**config.mk**
```make
export PLATFORM = sky130hd
export DESIGN_NAME = vec_ctrl_seq_flat
export DESIGN_NICKNAME = d
export VERILOG_FILES = /design/src/rtl/vec_ctrl_seq_if.sv /design/src/rtl/vec_ctrl_seq.sv /design/src/flat_wrapper.sv
export SDC_FILE = /design/constraint.sdc
export NUM_CORES = 1
export LEC_CHECK = 0
export CAP_MARGIN = 5
export CORE_MARGIN = 2
export CORE_UTILIZATION = 54
export DETAILED_ROUTE_END_ITERATION = 10
export PLACE_DENSITY = 0.85
export SETUP_SLACK_MARGIN = 0.15
export SLEW_MARGIN = 5
export SYNTH_ARGS = -nofsm -noshare
export SYNTH_HDL_FRONTEND = slang
export SYNTH_SLANG_ARGS = --single-unit
```
**constraint.sdc**
```tcl
create_clock -name clk -period 5.6 [get_ports clk]
set_input_delay 0.84 -clock clk [delete_from_list [all_inputs] [get_ports clk]]
set_output_delay 0.84 -clock clk [all_outputs]
set_load 0.005 [all_outputs]
```
**src/rtl/vec_ctrl_seq_if.sv**
```systemverilog
// Issue/control bundle between the issue stage, vec_ctrl_seq and the lane datapath/memory port.
// The master side is issue/memory; the slave side is the sequencer.
interface vec_ctrl_seq_if #(
  parameter int OPW = 5,
  parameter int BW  = 1
);
  logic           instr_valid;
  logic           instr_ready;
  logic [OPW-1:0] opcode;
  logic           flush;
  logic           mem_ack;
  logic [3:0]     aluop;
  logic           memread;
  logic           memwrite;
  logic           memtoreg;
  logic           regwrite;
  logic           jump;
  logic           beat_valid;
  logic [BW-1:0]  beat_idx;
  logic           beat_last;
  logic           busy;

  modport master (
    output instr_valid, opcode, flush, mem_ack,
    input  instr_ready, aluop, memread, memwrite, memtoreg, regwrite, jump,
           beat_valid, beat_idx, beat_last, busy
  );

  modport slave (
    input  instr_valid, opcode, flush, mem_ack,
    output instr_ready, aluop, memread, memwrite, memtoreg, regwrite, jump,
           beat_valid, beat_idx, beat_last, busy
  );
endinterface

```
**src/rtl/vec_ctrl_seq.sv**
```systemverilog
// Multi-beat vector control sequencer: decodes one opcode per handshake and steps it over BEATS beats.
// Optional macro VCTRL_ILLEGAL_EN adds the 'illegal' pulse output for undefined opcodes.
module vec_ctrl_seq #(
  parameter int OPW   = 5,
  parameter int VLEN  = 4,
  parameter int LANES = 2
) (
  input  logic           clk,
  input  logic           rst_n,
  vec_ctrl_seq_if.slave  bus
`ifdef VCTRL_ILLEGAL_EN
  ,
  output logic           illegal
`endif
);
  localparam int BEATS = VLEN / LANES;
  localparam int BW    = (BEATS > 1) ? $clog2(BEATS) : 1;
  localparam logic [BW-1:0] LAST_IDX = BW'(BEATS - 1);

  localparam logic [OPW-1:0] OP_ADD  = OPW'(5'b00100);
  localparam logic [OPW-1:0] OP_CMPJ = OPW'(5'b00110);
  localparam logic [OPW-1:0] OP_EORV = OPW'(5'b01000);
  localparam logic [OPW-1:0] OP_SUBV = OPW'(5'b01001);
  localparam logic [OPW-1:0] OP_ADDV = OPW'(5'b01010);
  localparam logic [OPW-1:0] OP_LSLV = OPW'(5'b01100);
  localparam logic [OPW-1:0] OP_LSRV = OPW'(5'b01101);
  localparam logic [OPW-1:0] OP_RORV = OPW'(5'b01110);
  localparam logic [OPW-1:0] OP_ROLV = OPW'(5'b01111);
  localparam logic [OPW-1:0] OP_LDV  = OPW'(5'b10001);
  localparam logic [OPW-1:0] OP_STV  = OPW'(5'b10010);

  typedef enum logic [1:0] {S_IDLE, S_ALU, S_MEM} state_e;
  typedef enum logic [1:0] {CL_NONE, CL_ONE, CL_VEC, CL_MEM} cls_e;

  typedef struct packed {
    logic [3:0] aluop;
    logic       memread;
    logic       memwrite;
    logic       memtoreg;
    logic       wr;
    logic       jump;
    cls_e       cls;
  } dec_t;

  // Undefined opcodes fall through to the nop decode.
  function automatic dec_t decode(input logic [OPW-1:0] op);
    dec_t d;
    d     = '0;
    d.cls = CL_NONE;
    case (op)
      OP_ADD:  begin d.aluop = 4'b0000; d.wr = 1'b1; d.cls = CL_ONE; end
      OP_CMPJ: begin d.aluop = 4'b0001; d.wr = 1'b1; d.jump = 1'b1; d.cls = CL_ONE; end
      OP_EORV: begin d.aluop = 4'b0010; d.wr = 1'b1; d.cls = CL_VEC; end
      OP_SUBV: begin d.aluop = 4'b0001; d.wr = 1'b1; d.cls = CL_VEC; end
      OP_ADDV: begin d.aluop = 4'b0000; d.wr = 1'b1; d.cls = CL_VEC; end
      OP_LSLV: begin d.aluop = 4'b0011; d.wr = 1'b1; d.cls = CL_VEC; end
      OP_LSRV: begin d.aluop = 4'b0100; d.wr = 1'b1; d.cls = CL_VEC; end
      OP_RORV: begin d.aluop = 4'b0101; d.wr = 1'b1; d.cls = CL_VEC; end
      OP_ROLV: begin d.aluop = 4'b0110; d.wr = 1'b1; d.cls = CL_VEC; end
      OP_LDV:  begin d.memread = 1'b1; d.memtoreg = 1'b1; d.cls = CL_MEM; end
      OP_STV:  begin d.memwrite = 1'b1; d.cls = CL_MEM; end
      default: d.cls = CL_NONE;
    endcase
    return d;
  endfunction

  state_e         state_r, state_n;
  logic [OPW-1:0] op_r, op_n;
  logic [BW-1:0]  beat_idx_r, beat_n;
  logic [BW-1:0]  last_idx_r, last_idx_n;
  logic           last_n;
  dec_t           dec_n;
  logic [3:0]     aluop_r;
  logic           memread_r, memwrite_r, memtoreg_r, wr_r, jump_r;
  logic           valid_r, last_r;
  logic           advance_s, accept_s;

  // A beat retires every cycle in ALU, and only on mem_ack in MEM.
  assign advance_s = (state_r == S_ALU) | ((state_r == S_MEM) & bus.mem_ack);
  assign bus.instr_ready = ~bus.flush & ((state_r == S_IDLE) | (last_r & advance_s));
  assign accept_s  = bus.instr_valid & bus.instr_ready;

  // Next-state, beat counter and opcode capture; flush overrides accept and mem_ack.
  always_comb begin
    state_n    = state_r;
    op_n       = op_r;
    beat_n     = beat_idx_r;
    last_idx_n = last_idx_r;
    if (bus.flush) begin
      state_n = S_IDLE;
      beat_n  = '0;
    end else if (accept_s) begin
      op_n   = bus.opcode;
      beat_n = '0;
    end else if (advance_s) begin
      if (last_r) begin
        state_n = S_IDLE;
        beat_n  = '0;
      end else begin
        beat_n = beat_idx_r + BW'(1);
      end
    end else begin
      state_n = state_r;
    end
    dec_n = decode(op_n);
    if (accept_s) begin
      case (dec_n.cls)
        CL_ONE:  begin state_n = S_ALU;  last_idx_n = '0;       end
        CL_VEC:  begin state_n = S_ALU;  last_idx_n = LAST_IDX; end
        CL_MEM:  begin state_n = S_MEM;  last_idx_n = LAST_IDX; end
        default: begin state_n = S_IDLE; last_idx_n = '0;       end
      endcase
    end else begin
      last_idx_n = last_idx_n;
    end
    last_n = (state_n != S_IDLE) && (beat_n == last_idx_n);
  end

  // State, beat and registered control outputs (zero whenever no beat is active).
  always_ff @(posedge clk or negedge rst_n) begin
    if (!rst_n) begin
      state_r    <= S_IDLE;
      op_r       <= '0;
      beat_idx_r <= '0;
      last_idx_r <= '0;
      aluop_r    <= 4'b0000;
      memread_r  <= 1'b0;
      memwrite_r <= 1'b0;
      memtoreg_r <= 1'b0;
      wr_r       <= 1'b0;
      jump_r     <= 1'b0;
      valid_r    <= 1'b0;
      last_r     <= 1'b0;
    end else begin
      state_r    <= state_n;
      op_r       <= op_n;
      beat_idx_r <= beat_n;
      last_idx_r <= last_idx_n;
      last_r     <= last_n;
      valid_r    <= (state_n != S_IDLE);
      if (state_n != S_IDLE) begin
        aluop_r    <= dec_n.aluop;
        memread_r  <= dec_n.memread;
        memwrite_r <= dec_n.memwrite;
        memtoreg_r <= dec_n.memtoreg;
        wr_r       <= dec_n.wr;
        jump_r     <= dec_n.jump;
      end else begin
        aluop_r    <= 4'b0000;
        memread_r  <= 1'b0;
        memwrite_r <= 1'b0;
        memtoreg_r <= 1'b0;
        wr_r       <= 1'b0;
        jump_r     <= 1'b0;
      end
    end
  end

  assign bus.aluop      = aluop_r;
  assign bus.memread    = memread_r;
  assign bus.memwrite   = memwrite_r;
  assign bus.memtoreg   = memtoreg_r;
  // Loads write back only in the beat where memory returns data.
  assign bus.regwrite   = wr_r | (memread_r & bus.mem_ack);
  assign bus.jump       = jump_r;
  assign bus.beat_valid = valid_r;
  assign bus.beat_idx   = beat_idx_r;
  assign bus.beat_last  = last_r;
  assign bus.busy       = (state_r != S_IDLE);

`ifdef VCTRL_ILLEGAL_EN
  function automatic logic is_legal(input logic [OPW-1:0] op);
    logic ok;
    case (op)
      OPW'(5'b00000), OP_ADD, OP_CMPJ, OP_EORV, OP_SUBV, OP_ADDV, OP_LSLV,
      OP_LSRV, OP_RORV, OP_ROLV, OP_LDV, OP_STV: ok = 1'b1;
      default: ok = 1'b0;
    endcase
    return ok;
  endfunction

  logic illegal_r;

  // One-cycle pulse following the accept of an undefined opcode.
  always_ff @(posedge clk or negedge rst_n) begin
    if (!rst_n) begin
      illegal_r <= 1'b0;
    end else begin
      illegal_r <= accept_s & ~is_legal(bus.opcode);
    end
  end

  assign illegal = illegal_r;
`endif
endmodule

```
**src/flat_wrapper.sv**
```systemverilog
// flat-port wrapper written by rule: the top's interface ports become plain ports
module vec_ctrl_seq_flat 
#(
  parameter int OPW   = 5,
  parameter int VLEN  = 4,
  parameter int LANES = 2
)
  (clk, rst_n, bus_instr_valid, bus_opcode, bus_flush, bus_mem_ack, bus_instr_ready, bus_aluop, bus_memread, bus_memwrite, bus_memtoreg, bus_regwrite, bus_jump, bus_beat_valid, bus_beat_idx, bus_beat_last, bus_busy);
  vec_ctrl_seq_if #(.OPW(OPW), .BW(1)) bus_i ();
  input  logic clk;
  input  logic rst_n;
  input wire logic [$bits(bus_i.instr_valid)-1:0] bus_instr_valid;
  input wire logic [$bits(bus_i.opcode)-1:0] bus_opcode;
  input wire logic [$bits(bus_i.flush)-1:0] bus_flush;
  input wire logic [$bits(bus_i.mem_ack)-1:0] bus_mem_ack;
  output wire logic [$bits(bus_i.instr_ready)-1:0] bus_instr_ready;
  output wire logic [$bits(bus_i.aluop)-1:0] bus_aluop;
  output wire logic [$bits(bus_i.memread)-1:0] bus_memread;
  output wire logic [$bits(bus_i.memwrite)-1:0] bus_memwrite;
  output wire logic [$bits(bus_i.memtoreg)-1:0] bus_memtoreg;
  output wire logic [$bits(bus_i.regwrite)-1:0] bus_regwrite;
  output wire logic [$bits(bus_i.jump)-1:0] bus_jump;
  output wire logic [$bits(bus_i.beat_valid)-1:0] bus_beat_valid;
  output wire logic [$bits(bus_i.beat_idx)-1:0] bus_beat_idx;
  output wire logic [$bits(bus_i.beat_last)-1:0] bus_beat_last;
  output wire logic [$bits(bus_i.busy)-1:0] bus_busy;
  assign bus_i.instr_valid = bus_instr_valid;
  assign bus_i.opcode = bus_opcode;
  assign bus_i.flush = bus_flush;
  assign bus_i.mem_ack = bus_mem_ack;
  assign bus_instr_ready = bus_i.instr_ready;
  assign bus_aluop = bus_i.aluop;
  assign bus_memread = bus_i.memread;
  assign bus_memwrite = bus_i.memwrite;
  assign bus_memtoreg = bus_i.memtoreg;
  assign bus_regwrite = bus_i.regwrite;
  assign bus_jump = bus_i.jump;
  assign bus_beat_valid = bus_i.beat_valid;
  assign bus_beat_idx = bus_i.beat_idx;
  assign bus_beat_last = bus_i.beat_last;
  assign bus_busy = bus_i.busy;
  vec_ctrl_seq #(.OPW(OPW), .VLEN(VLEN), .LANES(LANES)) u_core (.clk(clk), .rst_n(rst_n), .bus(bus_i));
endmodule
```
Word level (Yosys, flattened, before mapping)
Cells that the tools add are included.
{ "totals": {"elab_cells": 73, "ff_bits": 18, "rom_bits": 0, "output_inout_bits": 14, "n_memories": 0, "input_bits": 10, "latch_bits": 0, "mem_bits_rw": 0} }
{ "op_classes": {"n_mul": 0, "order_cmp": 0, "mux": 24, "shift": 0, "n_bitwise": 9, "eq_ne": 17, "reduce_logical": 11, "n_div": 0, "add_sub_neg": 1} }
{ "op_table": {"columns": ["cell", "n"], "rows": [
  ["5-bit by 4-bit equality test with 1-bit output, second input constant", 7],
  ["3-bit one-hot mux with 6 select lines", 1],
  ["1-bit 2-to-1 mux", 14],
  ["5-bit by 3-bit equality test with 1-bit output, second input constant", 2],
  ["5-bit equality test, second input constant", 2],
  ["5-bit 2-to-1 mux", 2],
  ["2-bit OR reduction", 5],
  ["9-bit OR reduction", 1],
  ["2-bit 2-to-1 mux", 4],
  ["7-bit OR reduction", 1],
  ["2-bit equality test, second input constant", 3],
  ["2-bit one-hot mux with 3 select lines", 1],
  ["1-bit AND", 5],
  ["2-bit by 1-bit equality test with 1-bit output, second input constant", 2],
  ["2-bit one-hot mux with 2 select lines", 1],
  ["2-bit nonzero test", 2],
  ["3-bit 2-to-1 mux", 1],
  ["1-bit bitwise OR", 3],
  ["2-bit zero test", 1],
  ["1-bit adder, second input constant", 1],
  ["1-bit equality test", 1],
  ["1-bit logical AND", 1],
  ["1-bit NOT", 1]
]} }

Depth between registers and ports, before layout
{ "logic_depth": {"depth_word": 18, "depth_mapped": 11} }

Worst setup path after synthesis
No wires, ideal clock.
{ "synth_path": {"path_kind": "in2reg", "startpoint": "in bus_mem_ack", "endpoint": "reg u_core.aluop_r[2] (netlist: u_core.bus.aluop[2])", "arrival_ps": 2719, "cell_stages": 11, "slack_ps": 2752, "required_ps": 5472, "setup_ps": 128, "cell_sequence": "nor2b_2 > o211a_1 > buf_6 > mux2i_4 > inv_2 > nor3_1 > ha_1 > a311oi_1 > nor2_1 > a32oi_1 > nor4_1"} }
{ "synth_between": {"elab_chain_cells": 17, "elab_cells_between_ends": 35, "cone_classes": "eq/ne: 14; mux: 9; bitwise: 6; reduce/logical: 6"} }
{ "synth_lines": {"columns": ["element", "line", "rtl"], "rows": [
  ["from (decl)", "flat_wrapper.sv:15", "input wire logic [$bits(bus_i.mem_ack)-1:0] bus_mem_ack;"],
  ["1-bit AND *", "vec_ctrl_seq.sv:79", "assign advance_s = (state_r == S_ALU) | ((state_r == S_MEM) & bus.mem_ack);"],
  ["1-bit bitwise OR *", "vec_ctrl_seq.sv:79", null],
  ["1-bit AND *", "vec_ctrl_seq.sv:80", "assign bus.instr_ready = ~bus.flush & ((state_r == S_IDLE) | (last_r & advance_s));"],
  ["1-bit bitwise OR *", "vec_ctrl_seq.sv:80", null],
  ["1-bit AND *", "vec_ctrl_seq.sv:80", null],
  ["1-bit AND *", "vec_ctrl_seq.sv:81", "assign accept_s = bus.instr_valid & bus.instr_ready;"],
  ["5-bit 2-to-1 mux *", "vec_ctrl_seq.sv:92", "end else if (accept_s) begin"],
  ["5-bit 2-to-1 mux *", "vec_ctrl_seq.sv:89", "if (bus.flush) begin"],
  ["net u_core.op_n[3]", "vec_ctrl_seq.sv:68", "logic [OPW-1:0] op_r, op_n;"],
  ["[... 1 more ...]", null, null],
  ["7-bit OR reduction (no line) / 2-bit OR reduction (equally long branches)", null, null],
  ["2-bit one-hot mux with 3 select lines", "vec_ctrl_seq.sv:50", "case (op)"],
  ["2-bit by 1-bit equality test with 1-bit output / 2-bit equality test (equally long branches)", "vec_ctrl_seq.sv:107", "case (dec_n.cls)"],
  ["2-bit OR reduction (no line)", null, null],
  ["2-bit one-hot mux with 2 select lines", "vec_ctrl_seq.sv:107", null],
  ["2-bit 2-to-1 mux", "vec_ctrl_seq.sv:106", "if (accept_s) begin"],
  ["2-bit nonzero test", "vec_ctrl_seq.sv:141", "if (state_n != S_IDLE) begin"],
  ["3-bit 2-to-1 mux *", "vec_ctrl_seq.sv:141", null],
  ["to (signal assigned)", "vec_ctrl_seq.sv:142", "aluop_r <= dec_n.aluop;"],
  ["to (decl)", "vec_ctrl_seq.sv:73", "logic [3:0] aluop_r;"]
]} }
The timed path passes the listed nets; every way through them passes the cells marked *.

Final worst setup path
{ "layout_path": {"startpoint": "in bus_mem_ack", "endpoint": "reg u_core.aluop_r[0] (netlist: u_core.bus.aluop[0])"} }
The elaborated chain is that of the path after synthesis.

==> parameters.txt <==
Parameter                              Value

Global routing
  Wire length of the first global-routing pass    4.33 mm
  Vias in the first global route    956
  Peak-usage layer in the global routing report    met2
  All-layer global routing usage    22.7%
  Gr ovfl total    0
  Initial antenna violation count    0
  M1 GR Usage    32.0%
  Met3 demand-to-capacity share in global routing    2.42%
  Maximum number of pins on one net before global-route repair    20
  Met2 capacity usage during global routing    34.7%

Cells and area
  Number of nets in the final layout    161
  Number of inserted diodes    0
  Area added between synthesis and finish    20.2%
  Utilization after layout    69.1%
  Finished layout cell area    0.00137 mm^2
  Share of post-route cells with drive strength above 1    8.05%

Logic synthesis
  Cell type contributing the most total cell area after synthesis    sky130_fd_sc_hd__dfrtp_1
  Number of cells produced by synthesis    134
  Yosys warning count    0
  Portion of synthesized cell area occupied by the leading cell type    39.6%
  Share of flip-flops with an asynchronous set or reset after synthesis    100%
  Most numerous cell types in the synthesized netlist    sky130_fd_sc_hd__dfrtp_1, sky130_fd_sc_hd__nand2_1, sky130_fd_sc_hd__nor2_1
  Post-synthesis area per instance    8.50 um^2
  Number of register bits inferred by synthesis    18
  Synth Cell Area    0.00114 mm^2
  Distinct cell type count of the synthesized netlist    47
  Area contributors post-synth    sky130_fd_sc_hd__dfrtp_1, sky130_fd_sc_hd__nand2_1, sky130_fd_sc_hd__o21ai_0
  Synthesized net count    145
  Post-synth EDFFs    0
  Share of the yosys chip area belonging to registers    39.6%
  Main synth FF type    sky130_fd_sc_hd__dfrtp_1

Min path
  Type of the worst min-delay path    flop to flop

Routing
  # DRC    0
  Post-detailed-route wirelength per cell    14.4 um
  Count of nets left with antenna violations after detail routing    0
  Number of violations reported at the end of detailed-routing iteration 0    41
  Vias post-DR    1088
  Final WL    2.54 mm
  Ratio of routed vias to standard cells    6.18
  First-pass DRT Iterations    4

STA
  Unrepaired setup endpoints after global routing    no
  Pins Over Slew Limit    0
  Post-route setup slack    1.83 ns
  Sum of negative setup slack    0 ns
  Count of endpoints failing setup in the final report    0
  Count of endpoints failing hold in the final timing report    0
  Peak clock frequency supported by timing    0.265 GHz
  Worst hold margin    0.510 ns
  Min Clock Period, post-route    3.77 ns
  Post-route fraction of the period consumed by the critical path    67.3%
  Normalized max-slew margin    35.6%
  Transition time at the pin with the least slew margin    0.961 ns
  Clock Skews    0.00482 ns

CTS
  Reg clk slew, reported paths    0.11 ns
  Clock latency of the later-clocked register in the worst-skew pair    0.29 ns
  Total clock buffers created by CTS    3
  Htree depth    1
  Root buffer cell    sky130_fd_sc_hd__clkbuf_4
  Sinks on Clock Net    18
  Post-CTS Hold Buffers    0
  Maximum number of buffers from clock root to sink    2
  Clock tree from TritonCTS    built
  PostCTS Resize Cnt    0
  Buffers inserted by post-CTS timing repair    0

Worst setup path
  Crit path kind    primary input to flop
  Worst Setup Start Kind    primary input
  Peak fanout along the critical path    19
  Data arrival time of the critical path    3.90 ns
  Crit path capture type    flop
  Required time of the critical path    5.74 ns

Run status
  Outcome    finished clean

Floorplan
  Initial core utilization    57.4%
  Die area    0.00249 mm^2
  Die outline height    49.9 um
  Horiz. Die Dim    49.9 um
  Number of placement rows    16
  Top-level I/O count    24
  Area inside the core boundary    0.00198 mm^2

Job
  Max-cap violations    0

Place
  Buffers added on ports    22
  DP Worst Slack    1.71 ns
  Dpl cell area    0.00133 mm^2
  Detailed Place HPWL    1.78 mm
  Final weighted congestion in routability-driven placement    0.882

Power and ir drop
  Leakage dissipation    0.592 nW
  Power per unit of standard cell area    418 mW/mm^2
  Max IR drop VDD    359 uV
-- metrics by stage --
step	instances	total power, mW
5_1_grt	176	0.616
3_3_place_gp	172	0.476
3_5_place_dp	172	0.482
2_1_floorplan	134	0.403
4_1_cts	176	0.567
6_report	176	0.572
-- worst max-delay path, stage by stage --
cell and delay [ns]:
sky130_fd_sc_hd__clkdlybuf4s50_1 0.47, sky130_fd_sc_hd__nor2b_2 0.25, sky130_fd_sc_hd__o211a_1 0.56, sky130_fd_sc_hd__mux2i_4 0.35, sky130_fd_sc_hd__inv_2 0.07, sky130_fd_sc_hd__nor3_1 0.21, sky130_fd_sc_hd__ha_1 0.29, sky130_fd_sc_hd__a311oi_1 0.36
sky130_fd_sc_hd__nor2_1 0.15, sky130_fd_sc_hd__o22ai_1 0.24, sky130_fd_sc_hd__o22ai_1 0.12
-- metal layers --
| layer | vias up | share of wire, % |
|---|---|---|
| met4 | 0 | 2.0 |
| met3 | 8 | 8.2 |
| met2 | 66 | 46 |
| met1 | 505 | 44 |
| met5 | - | 0 |
| li1 | 509 | - |
-- power by group --
part | leakage, nW | internal [mW] | switching, mW | total (mW)
Sequential | 0.239 | 0.166 | 0.0582 | 0.225
Combinational | 0.332 | 0.131 | 0.137 | 0.268
Clock | 0.0210 | 0.0396 | 0.0407 | 0.0804
-- final cells by class --
cell class,instances,area (um^2)
fill,149,613
multi-input combinational,99,606
sequential,18,450
timing repair buffer,22,220
clock buffer,4,36.3
tap,27,33.8
inverter,6,22.5
-- path summary, 6_finish.rpt --
kind | from | end | slack [ns] | cells past startpoint
max | bus_mem_ack | u_core.bus.aluop[0] | 1.83 | 11
min | u_core.last_idx_r | u_core.last_idx_r | 0.51 | 2
max reg2reg | u_core.state_r[0] | u_core.bus.aluop[0] | 2.39 | 10
min reg2reg | u_core.last_idx_r | u_core.last_idx_r | 0.51 | 2
max in group asynchronous | rst_n | u_core.state_r[0] | 4.12 | 1
min in group asynchronous | rst_n | u_core.wr_r | 0.99 | 1
-- sequential cells by signal (all words and copies together), names as in the netlist --
name	count
u_core.bus.aluop	3
u_core.bus.beat_idx	1
u_core.bus.beat_last	1
u_core.bus.beat_valid	1
u_core.bus.jump	1
u_core.bus.memtoreg	1
u_core.bus.memwrite	1
u_core.last_idx_r	1
u_core.op_r	5
u_core.state_r	2
u_core.wr_r	1
-- cells in the final DEF, fill, tap and decap left out, drive strengths merged, types with 2 or more instances in the layout --
master	count
clkdlybuf4s50	22
nand2	18
dfrtp	18
nor2	11
o21ai	10
nor3	7
inv	6
nand3	5
a21oi	4
clkbuf	4
nand2b	3
nor4	3
nor2b	3
nor3b	3
mux2i	3
o211a	2
nand3b	2
o22ai	2
a31oi	2
a311oi	2
-- logic make-up after synthesis --
kind of cell | share of synthesized area [%]
XOR/XNOR | 0.769
multiplexers | 3.74
adder cells (fa/ha/maj) | 1.10
AO/OA/AOI/OAI | 20.6
buffers and inverters | 7.25
AND/OR/NAND/NOR | 26.7
other | 0.329
flip-flops | 39.6
Power figures use the tool's default switching activity.
